$ cat src/rtl/iecdrv_sd_pkg.sv
// ============================================================================
// iecdrv_sd_pkg : shared types and constants for the SD request arbiter
// Revision      : 1.0
// ============================================================================
`default_nettype none

package iecdrv_sd_pkg;

    localparam int MAX_DRIVES = 4;
    localparam int TO_W       = 24;

    typedef enum logic [1:0] {
        SD_IDLE = 2'd0,
        SD_REQ  = 2'd1,
        SD_XFER = 2'd2,
        SD_DONE = 2'd3
    } sd_state_t;

endpackage

`default_nettype wire

$ cat src/rtl/iecdrv_rr_pick.sv
// ============================================================================
// iecdrv_rr_pick : combinational round-robin picker, search starts at last+1
// Revision       : 1.0
// ============================================================================
`default_nettype none

module iecdrv_rr_pick
    import iecdrv_sd_pkg::*;
(
    input  logic [MAX_DRIVES-1:0] pending,
    input  logic [1:0]            last,
    output logic                  valid,
    output logic [1:0]            idx,
    output logic [MAX_DRIVES-1:0] onehot
);

    logic [1:0] cand;

    // Unused channels above NDR are tied low, so a mod-4 walk gives the
    // same order as a mod-NDR walk.
    always_comb begin
        valid  = 1'b0;
        idx    = 2'd0;
        cand   = 2'd0;
        for (int i = 1; i <= MAX_DRIVES; i++) begin
            cand = last + 2'(i);
            if (!valid && pending[cand]) begin
                valid = 1'b1;
                idx   = cand;
            end
        end
        onehot = valid ? (4'b0001 << idx) : 4'b0000;
    end

endmodule

`default_nettype wire

$ cat src/rtl/iecdrv_sd_arbiter.sv
// ============================================================================
// iecdrv_sd_arbiter : round-robin mux of per-drive SD block requests onto host
// Revision          : 1.0
// ============================================================================
`default_nettype none

module iecdrv_sd_arbiter
    import iecdrv_sd_pkg::*;
#(
    parameter int             NDR         = 2,
    parameter logic [TO_W-1:0] ACK_TIMEOUT = 24'd8_000_000
) (
    input  logic              clk_sys,
    input  logic              reset_n,
    input  logic [31:0]       drv_lba      [NDR],
    input  logic [5:0]        drv_blk_cnt  [NDR],
    input  logic [NDR-1:0]    drv_rd,
    input  logic [NDR-1:0]    drv_wr,
    output logic [NDR-1:0]    drv_ack,
    input  logic [7:0]        drv_buff_din [NDR],
    output logic [31:0]       host_lba,
    output logic [5:0]        host_blk_cnt,
    output logic              host_rd,
    output logic              host_wr,
    output logic [1:0]        host_drive,
    input  logic              host_ack,
    output logic [7:0]        host_buff_din,
    output logic              busy,
    output logic [NDR-1:0]    timeout_err
);

    sd_state_t             state;
    sd_state_t             state_nx;
    logic [1:0]            last_grant;
    logic [1:0]            grant_idx;
    logic [MAX_DRIVES-1:0] grant_oh;
    logic                  op_rd;
    logic                  op_wr;
    logic [TO_W-1:0]       to_cnt;
    logic [MAX_DRIVES-1:0] pending;
    logic                  pick_valid;
    logic [1:0]            pick_idx;
    logic [MAX_DRIVES-1:0] pick_oh;
    logic [31:0]           sel_lba;
    logic [5:0]            sel_cnt;
    logic                  sel_rd;
    logic                  load_grant;
    logic                  to_fire;

    always_comb begin
        pending          = '0;
        pending[NDR-1:0] = drv_rd | drv_wr;
    end

    iecdrv_rr_pick u_pick (
        .pending (pending),
        .last    (last_grant),
        .valid   (pick_valid),
        .idx     (pick_idx),
        .onehot  (pick_oh)
    );

    always_comb begin
        sel_lba       = '0;
        sel_cnt       = '0;
        host_buff_din = '0;
        for (int i = 0; i < NDR; i++) begin
            if (pick_idx == 2'(i)) begin
                sel_lba = drv_lba[i];
                sel_cnt = drv_blk_cnt[i];
            end
            if (grant_idx == 2'(i)) begin
                host_buff_din = drv_buff_din[i];
            end
        end
    end

    assign sel_rd = |(drv_rd & pick_oh[NDR-1:0]);

    always_ff @(posedge clk_sys or negedge reset_n) begin
        if (!reset_n) begin
            state <= SD_IDLE;
        end else begin
            state <= state_nx;
        end
    end

    always_comb begin
        state_nx   = state;
        load_grant = 1'b0;
        to_fire    = 1'b0;
        case (state)
            SD_IDLE: begin
                if (pick_valid) begin
                    load_grant = 1'b1;
                    state_nx   = SD_REQ;
                end
            end
            SD_REQ: begin
                // An ack beats a simultaneous withdrawal or timeout.
                if (host_ack) begin
                    state_nx = SD_XFER;
                end else if ((pending & grant_oh) == '0) begin
                    state_nx = SD_IDLE;
                end else if (to_cnt >= ACK_TIMEOUT) begin
                    to_fire  = 1'b1;
                    state_nx = SD_IDLE;
                end
            end
            SD_XFER: begin
                if (!host_ack) begin
                    state_nx = SD_DONE;
                end
            end
            SD_DONE: state_nx = SD_IDLE;
            default: state_nx = SD_IDLE;
        endcase
    end

    always_ff @(posedge clk_sys or negedge reset_n) begin
        if (!reset_n) begin
            last_grant   <= 2'(NDR - 1);
            grant_idx    <= 2'd0;
            grant_oh     <= '0;
            op_rd        <= 1'b0;
            op_wr        <= 1'b0;
            host_lba     <= '0;
            host_blk_cnt <= '0;
            to_cnt       <= '0;
            timeout_err  <= '0;
        end else begin
            if (load_grant) begin
                grant_idx    <= pick_idx;
                grant_oh     <= pick_oh;
                host_lba     <= sel_lba;
                host_blk_cnt <= sel_cnt;
                op_rd        <= sel_rd;
                op_wr        <= !sel_rd;
                to_cnt       <= '0;
            end else if (state == SD_REQ && to_cnt != '1) begin
                to_cnt <= to_cnt + 1'b1;
            end
            if (to_fire) begin
                timeout_err <= timeout_err | grant_oh[NDR-1:0];
            end
            if (state == SD_DONE) begin
                last_grant <= grant_idx;
            end
        end
    end

    assign host_rd    = (state == SD_REQ) && op_rd;
    assign host_wr    = (state == SD_REQ) && op_wr;
    assign busy       = (state != SD_IDLE);
    assign host_drive = grant_idx;
    // Combinational so the first byte strobed alongside host_ack reaches the drive.
    assign drv_ack    = (host_ack && (state == SD_REQ || state == SD_XFER))
                        ? grant_oh[NDR-1:0] : '0;

endmodule

`default_nettype wire

$ cat config.mk
export PLATFORM = sky130hd
export DESIGN_NAME = iecdrv_sd_arbiter
export DESIGN_NICKNAME = d
export VERILOG_FILES = /design/src/rtl/iecdrv_sd_pkg.sv /design/src/rtl/iecdrv_rr_pick.sv /design/src/rtl/iecdrv_sd_arbiter.sv
export SDC_FILE = /design/constraint.sdc
export NUM_CORES = 1
export LEC_CHECK = 0
export ABC_AREA = 1
export CORE_AREA = 2 2 101 93
export DETAILED_ROUTE_END_ITERATION = 10
export DIE_AREA = 0 0 103 95
export GPL_ROUTABILITY_DRIVEN = 0
export HOLD_SLACK_MARGIN = 0.02
export PLACE_DENSITY_LB_ADDON = 0.08
export SLEW_MARGIN = 25
export SYNTH_ARGS = -nofsm -noshare
export SYNTH_HDL_FRONTEND = slang
export SYNTH_SLANG_ARGS = --single-unit
$ cat constraint.sdc
create_clock -name clk_sys -period 3.9 [get_ports clk_sys]
set_input_delay 0.78 -clock clk_sys [delete_from_list [all_inputs] [get_ports clk_sys]]
set_output_delay 0.78 -clock clk_sys [all_outputs]
set_load 0.01 [all_outputs]
==> impl_metrics.yaml, run 1 <==
run_status:
  status: "completed"
sta:
  finalSetupViolCount: 0
  finalHoldViolations: 0
  maxSlewHeadroom_pct: 54.12
  rsz0062_at_grt: "no"
  maxSlewViolCount: 0
  finalWorstPathRequiredPeriod_ps: 2946
  clock.fmax_mhz: 339.4
  clock_skew_ps: 9.220
  worst_slew_pin_slew_ps: 688.1
  finalSetupTns_ps: 0
  period_share_pct: 75.54
synthesis:
  yosys-top-cells-area: "dfrtp_1, nand2_1, a21oi_1"
  ys_seq_area_share_pct: 43.97
  netlist_area_mm2: 0.004214
  ys_types: 31
  synth_edf_count: 0
  netlist.area_leader.share_pct: 43.35
  post-synth-top-count-cell: "nand2_1"
  synth_nets: 680
  synthCells: 574
  syn_area_per_cell_um2: 7.342
  yosysWarnings: 0
  ys_ff_latch: 74
  synth_common_cells: "nand2_1, nor2_1, a21oi_1"
  synth_top_cell_by_area: "dfrtp_1"
  synth_flop_cell: "dfrtp_1"
  async_flop_share_pct: 100.0
setup_path:
  worst_path_max_delay_cell: "clkdlybuf4s50_1"
  cp-start-kind: "primary input"
  cp.depth: 4
  worst-path-buf-inv: 3
  worstPathArrival_ps: 2170
  crit_top_cell: "clkdlybuf4s50_1"
  cp-end-kind: "output pin"
  reg2reg_depth: 10
  critPathMaxFanout: 3
  critical_path.top_delay_family: "buffers and inverters"
  path_class: "primary input to output pin"
  worstPathRequired_ps: 3120
  timing.reg2reg.setup_slack_ps: 1740
  critPathMaxStageDelay_ps: 570
  crit_chain: "clkdlybuf4s50_1, inv_1, nor3_1, clkdlybuf4s50_1"
global_routing:
  grt_max_degree: 75
  grt_pass1_wl_um: 19460
  grt-ovfl-total: 0
  grt_pass1_vias: 4140
  grt_use_total_pct: 25.29
  antenna_found_initial: 0
die:
  start_util_pct: 47.69
  pin_count: 154
  core_mm2: 0.008836
  die_w_um: 103
  die_area_mm2: 0.009785
  rows: 33
  die_h_um: 95
final_layout:
  drive_gt1_share_pct: 5.548
  synthToLayoutAreaGrowth_pct: 42.46
  finalNonFillerCells: 843
  fin_nets: 822
  diodes: 0
route:
  ant_nets: 0
  post_drt_wl_per_cell_um: 14.42
  wl_um: 12150
  first_pass_iters: 4
  drc: 0
  dr.first_iter.drc_count: 242
  routed_via_density: 5.170
  vias: 4358
clocking:
  clkLatencyLatePin_ps: 340
  cts.path.max_buffers: 2
  cts_num_sinks: 74
  cts-hold-fix-buffers: 0
  cts_setup_buffers: 0
  ctsResizeCount: 0
  cts-root-buf: "clkbuf_8"
  htreeDepth: 3
  cts_made_buffers: 9
  clk_transition_reported_paths_ps: 90
  cts_tree: "built"
pwr:
  p_leak_nw: 2.715
  power_density_mw_per_mm2: 636.4
  ir_drop_mv: 0.3754
min_path:
  hold_path.class: "primary input to async pin"
placement:
  placedCellCount: 827
  place_hpwl_um: 8610
  portBuffers: 153
flow_run:
  drv_cap: 0
-- power by group --
group / total (mW) / switching (mW) / internal (mW)
Clock: 0.613 / 0.296 / 0.317
Sequential: 1.21 / 0.167 / 1.04
Combinational: 2.00 / 1.14 / 0.864
-- kinds of logic after synthesis --
group | Yosys count | synth area share, %
buffers and inverters | 63 | 6.680
adder cells (fa/ha/maj) | 7 | 2.078
XOR/XNOR | 15 | 3.117
flip-flops | 74 | 43.97
AND/OR/NAND/NOR | 322 | 32.87
AO/OA/AOI/OAI | 93 | 11.28
-- cell usage in the layout (no fill, tap or decap), types with 3 or more instances in the layout --
cell             count
ha_1                 7
clkinv_1             3
clkbuf_8            10
buf_4                5
nand3_1             70
dfrtp_1             73
nor3_1               3
xnor2_1              5
xor2_1              10
nor2_1              84
clkdlybuf4s50_1    152
inv_1               31
nand2_1            149
o21ai_0              8
nand2_2              4
a21oi_1             81
nand3_2              3
-- routing by layer --
| metal | global-route usage [%] | routed length [um] |
|---|---|---|
| met2 | 40.80 | 5996 |
| met3 | 9.252 | 991 |
| met4 | 7.127 | 209 |
| met1 | 31.98 | 4955 |
| met5 | 0 | 0 |
-- worst paths after layout --
| check | from | endpoint |
|---|---|---|
| min in group clk_sys | timeout_err[0] | timeout_err[0] |
| min reg2reg | timeout_err[0] | timeout_err[0] |
| min | reset_n | host_lba[12] |
| max reg2reg | to_cnt[0] | to_cnt[12] |
| max | host_ack | drv_ack[1] |
| max in group asynchronous | reset_n | to_cnt[3] |
-- area by class of cell --
type                       count  area, um^2
fill                         775        2833
multi-input combinational    437        2086
sequential                    74        1853
timing repair buffer         158        1570
tap                          122       152.6
clock buffer                  11       141.4
inverter                      36       137.6
clock inverter                 5       62.56
-- sequential cells by signal, indices dropped and copies added (netlist names), named ones only --
register,cells
host_lba,32
to_cnt,24
host_blk_cnt,6
grant_oh,2
host_drive,2
last_grant,2
timeout_err,2
op_rd,1
op_wr,1
state,1
-- metrics by stage --
| stage | power, mW | worst slack, ps | utilization [%] | cell area, um^2 | hold slack, ps |
|---|---|---|---|---|---|
| 2_1_floorplan | 2.334 | 1990 | - | 4214 | 450.2 |
| 3_3_place_gp | 3.166 | 1047 | 65.59 | 5796 | 461.5 |
| 3_5_place_dp | 3.220 | 974.8 | 65.59 | 5796 | 454.3 |
| 6_report | 3.821 | 953.9 | 67.94 | 6003 | 455.4 |
| 5_1_grt | 4.123 | 878.8 | 67.94 | 6003 | 500.6 |
| 4_1_cts | 3.852 | 968.3 | 67.90 | 6000 | 472.3 |
Power figures use the tool's default switching activity.
==> run 2, diff against run 1 <==
Settings changed: CORE_AREA 2 2 101 93 to 2 2 106 97, DIE_AREA 0 0 103 95 to 0 0 108 99.
Clock period 3.9 ns to 2.73 ns, I/O delays scaled along.
==> impl_metrics.yaml, run 2 (synthesis gave the netlist of run 1 again) <==
sta:
  maxSlewViolCount: 0
  rsz0062_at_grt: "no"
  finalSetupTns_ps: 0
  clock.fmax_mhz: 395.6
  maxSlewHeadroom_pct: 53.90
  finalSetupViolCount: 0
  period_share_pct: 92.59
  worst_slew_pin_slew_ps: 691.5
  finalWorstPathRequiredPeriod_ps: 2528
  finalHoldViolations: 0
  clock_skew_ps: 12.17
route:
  post_drt_wl_per_cell_um: 14.33
  vias: 4327
  routed_via_density: 5.097
  wl_um: 12170
  first_pass_iters: 4
  ant_nets: 0
  dr.first_iter.drc_count: 264
  drc: 0
final_layout:
  largest_reg_flops: 32
  drive_gt1_share_pct: 5.533
  fin_nets: 824
  top_regs: "host_lba (32), to_cnt (24), host_blk_cnt (6)"
  diodes: 0
  top_register: "host_lba"
  final_cell_mix: "clkdlybuf4s50_1, nand2_1, nor2_1"
  final_common_cell: "clkdlybuf4s50_1"
  synthToLayoutAreaGrowth_pct: 42.28
  utilization_pct: 62.64
clocking:
  cts-hold-fix-buffers: 0
  htreeDepth: 3
  clk_transition_reported_paths_ps: 70
  clkLatencyLatePin_ps: 340
  cts_setup_buffers: 0
  cts-root-buf: "clkbuf_8"
  cts.path.max_buffers: 2
  cts_tree: "built"
  cts_num_sinks: 74
  cts_made_buffers: 9
  ctsResizeCount: 0
global_routing:
  grt_max_degree: 75
  antenna_found_initial: 0
  grt_pass1_wl_um: 19220
  grt-ovfl-total: 0
  grt_pass1_vias: 4133
  grt_use_total_pct: 22.45
placement:
  portBuffers: 153
  place_hpwl_um: 8854
pwr:
  seqPwrFrac_pct: 32.0
  power_density_mw_per_mm2: 892.9
  netSwitchingPower_mw: 2.245
  p_leak_nw: 2.721
  swShare_pct: 41.94
  power_frac_comb_pct: 54.0
  p_clk_share_pct: 14.0
  internal_power_mw: 3.108
  ir_drop_mv: 0.5627
flow_run:
  drv_cap: 0
setup_path:
  worstPathRequired_ps: 2180
  cp-start-kind: "flop"
  cp-end-kind: "output pin"
  worstPathArrival_ps: 1980
  path_class: "flop to output pin"
  critPathMaxFanout: 6
die:
  start_util_pct: 44.03
  pin_count: 154
  rows: 34
  die_h_um: 99
  core_mm2: 0.009572
  die_area_mm2: 0.01069
  die_w_um: 108
min_path:
  hold_path.class: "primary input to async pin"
run_status:
  status: "completed"
## run 2: worst max-delay path, stage by stage (launching register included)
cell             delay (ps)
dfrtp_1                 440
inv_1                   110
ha_1                    290
inv_1                    50
nor3_1                  190
clkdlybuf4s50_1         570
## run 2: stage by stage
| stage | setup slack (ps) | area, um^2 | hold slack, ps | power, mW | std cells |
|---|---|---|---|---|---|
| floorplan | 1097 | 4214 | 250.4 | 3.335 | 574 |
| global placement | 328.1 | 5828 | 461.6 | 4.566 | 833 |
| detailed placement | 282.9 | 5828 | 456.0 | 4.640 | 833 |
| CTS | 200.2 | 5992 | 384.9 | 5.399 | 849 |
| global route | 89.44 | 5996 | 266.8 | 5.761 | 849 |
| finish | 202.2 | 5996 | 211.0 | 5.353 | 849 |
## run 2: power by group through the flow
stage          logic (mW)  registers, mW  clock network [mW]
4_1_cts              2.92           1.71               0.762
2_1_floorplan        1.50           1.84                   0
3_3_place_gp         2.85           1.71                   0
5_1_grt              3.17           1.77               0.819
3_5_place_dp         2.91           1.73                   0
6_report             2.89           1.71               0.749
## run 2: routing by layer
| layer | part of all wire (%) | routed length (um) | global-route usage [%] | vias up |
|---|---|---|---|---|
| met5 | 0 | 0 | 0 | - |
| met4 | 0.61 | 74 | 5.325 | 0 |
| met3 | 8.4 | 1018 | 6.944 | 8 |
| met2 | 49 | 5921 | 37.93 | 143 |
| met1 | 42 | 5149 | 28.18 | 2036 |
| li1 | - | - | - | 2140 |
## run 2: path summary, 6_finish.rpt
check / slack (ps) / start / to / cells past startpoint
setup / recovery: 200 / state[0] / drv_ack[1] / 5
hold / removal: 210 / reset_n / to_cnt[21] / 1
setup reg to reg: 660 / to_cnt[0] / to_cnt[19] / 10
hold reg to reg: 470 / timeout_err[0] / timeout_err[0] / 1
max in group asynchronous: 2020 / reset_n / to_cnt[19] / 1
min in group clk_sys: 470 / timeout_err[0] / timeout_err[0] / 1
## run 2: final cells by class
class / instances / area (um^2)
fillers: 875 / 3576
clock inverters: 3 / 15.01
well taps: 126 / 157.7
flip-flops and latches: 74 / 1853
multi-input cells: 437 / 2086
clock buffers: 13 / 148.9
repair buffers: 160 / 1598
inverters: 36 / 137.6
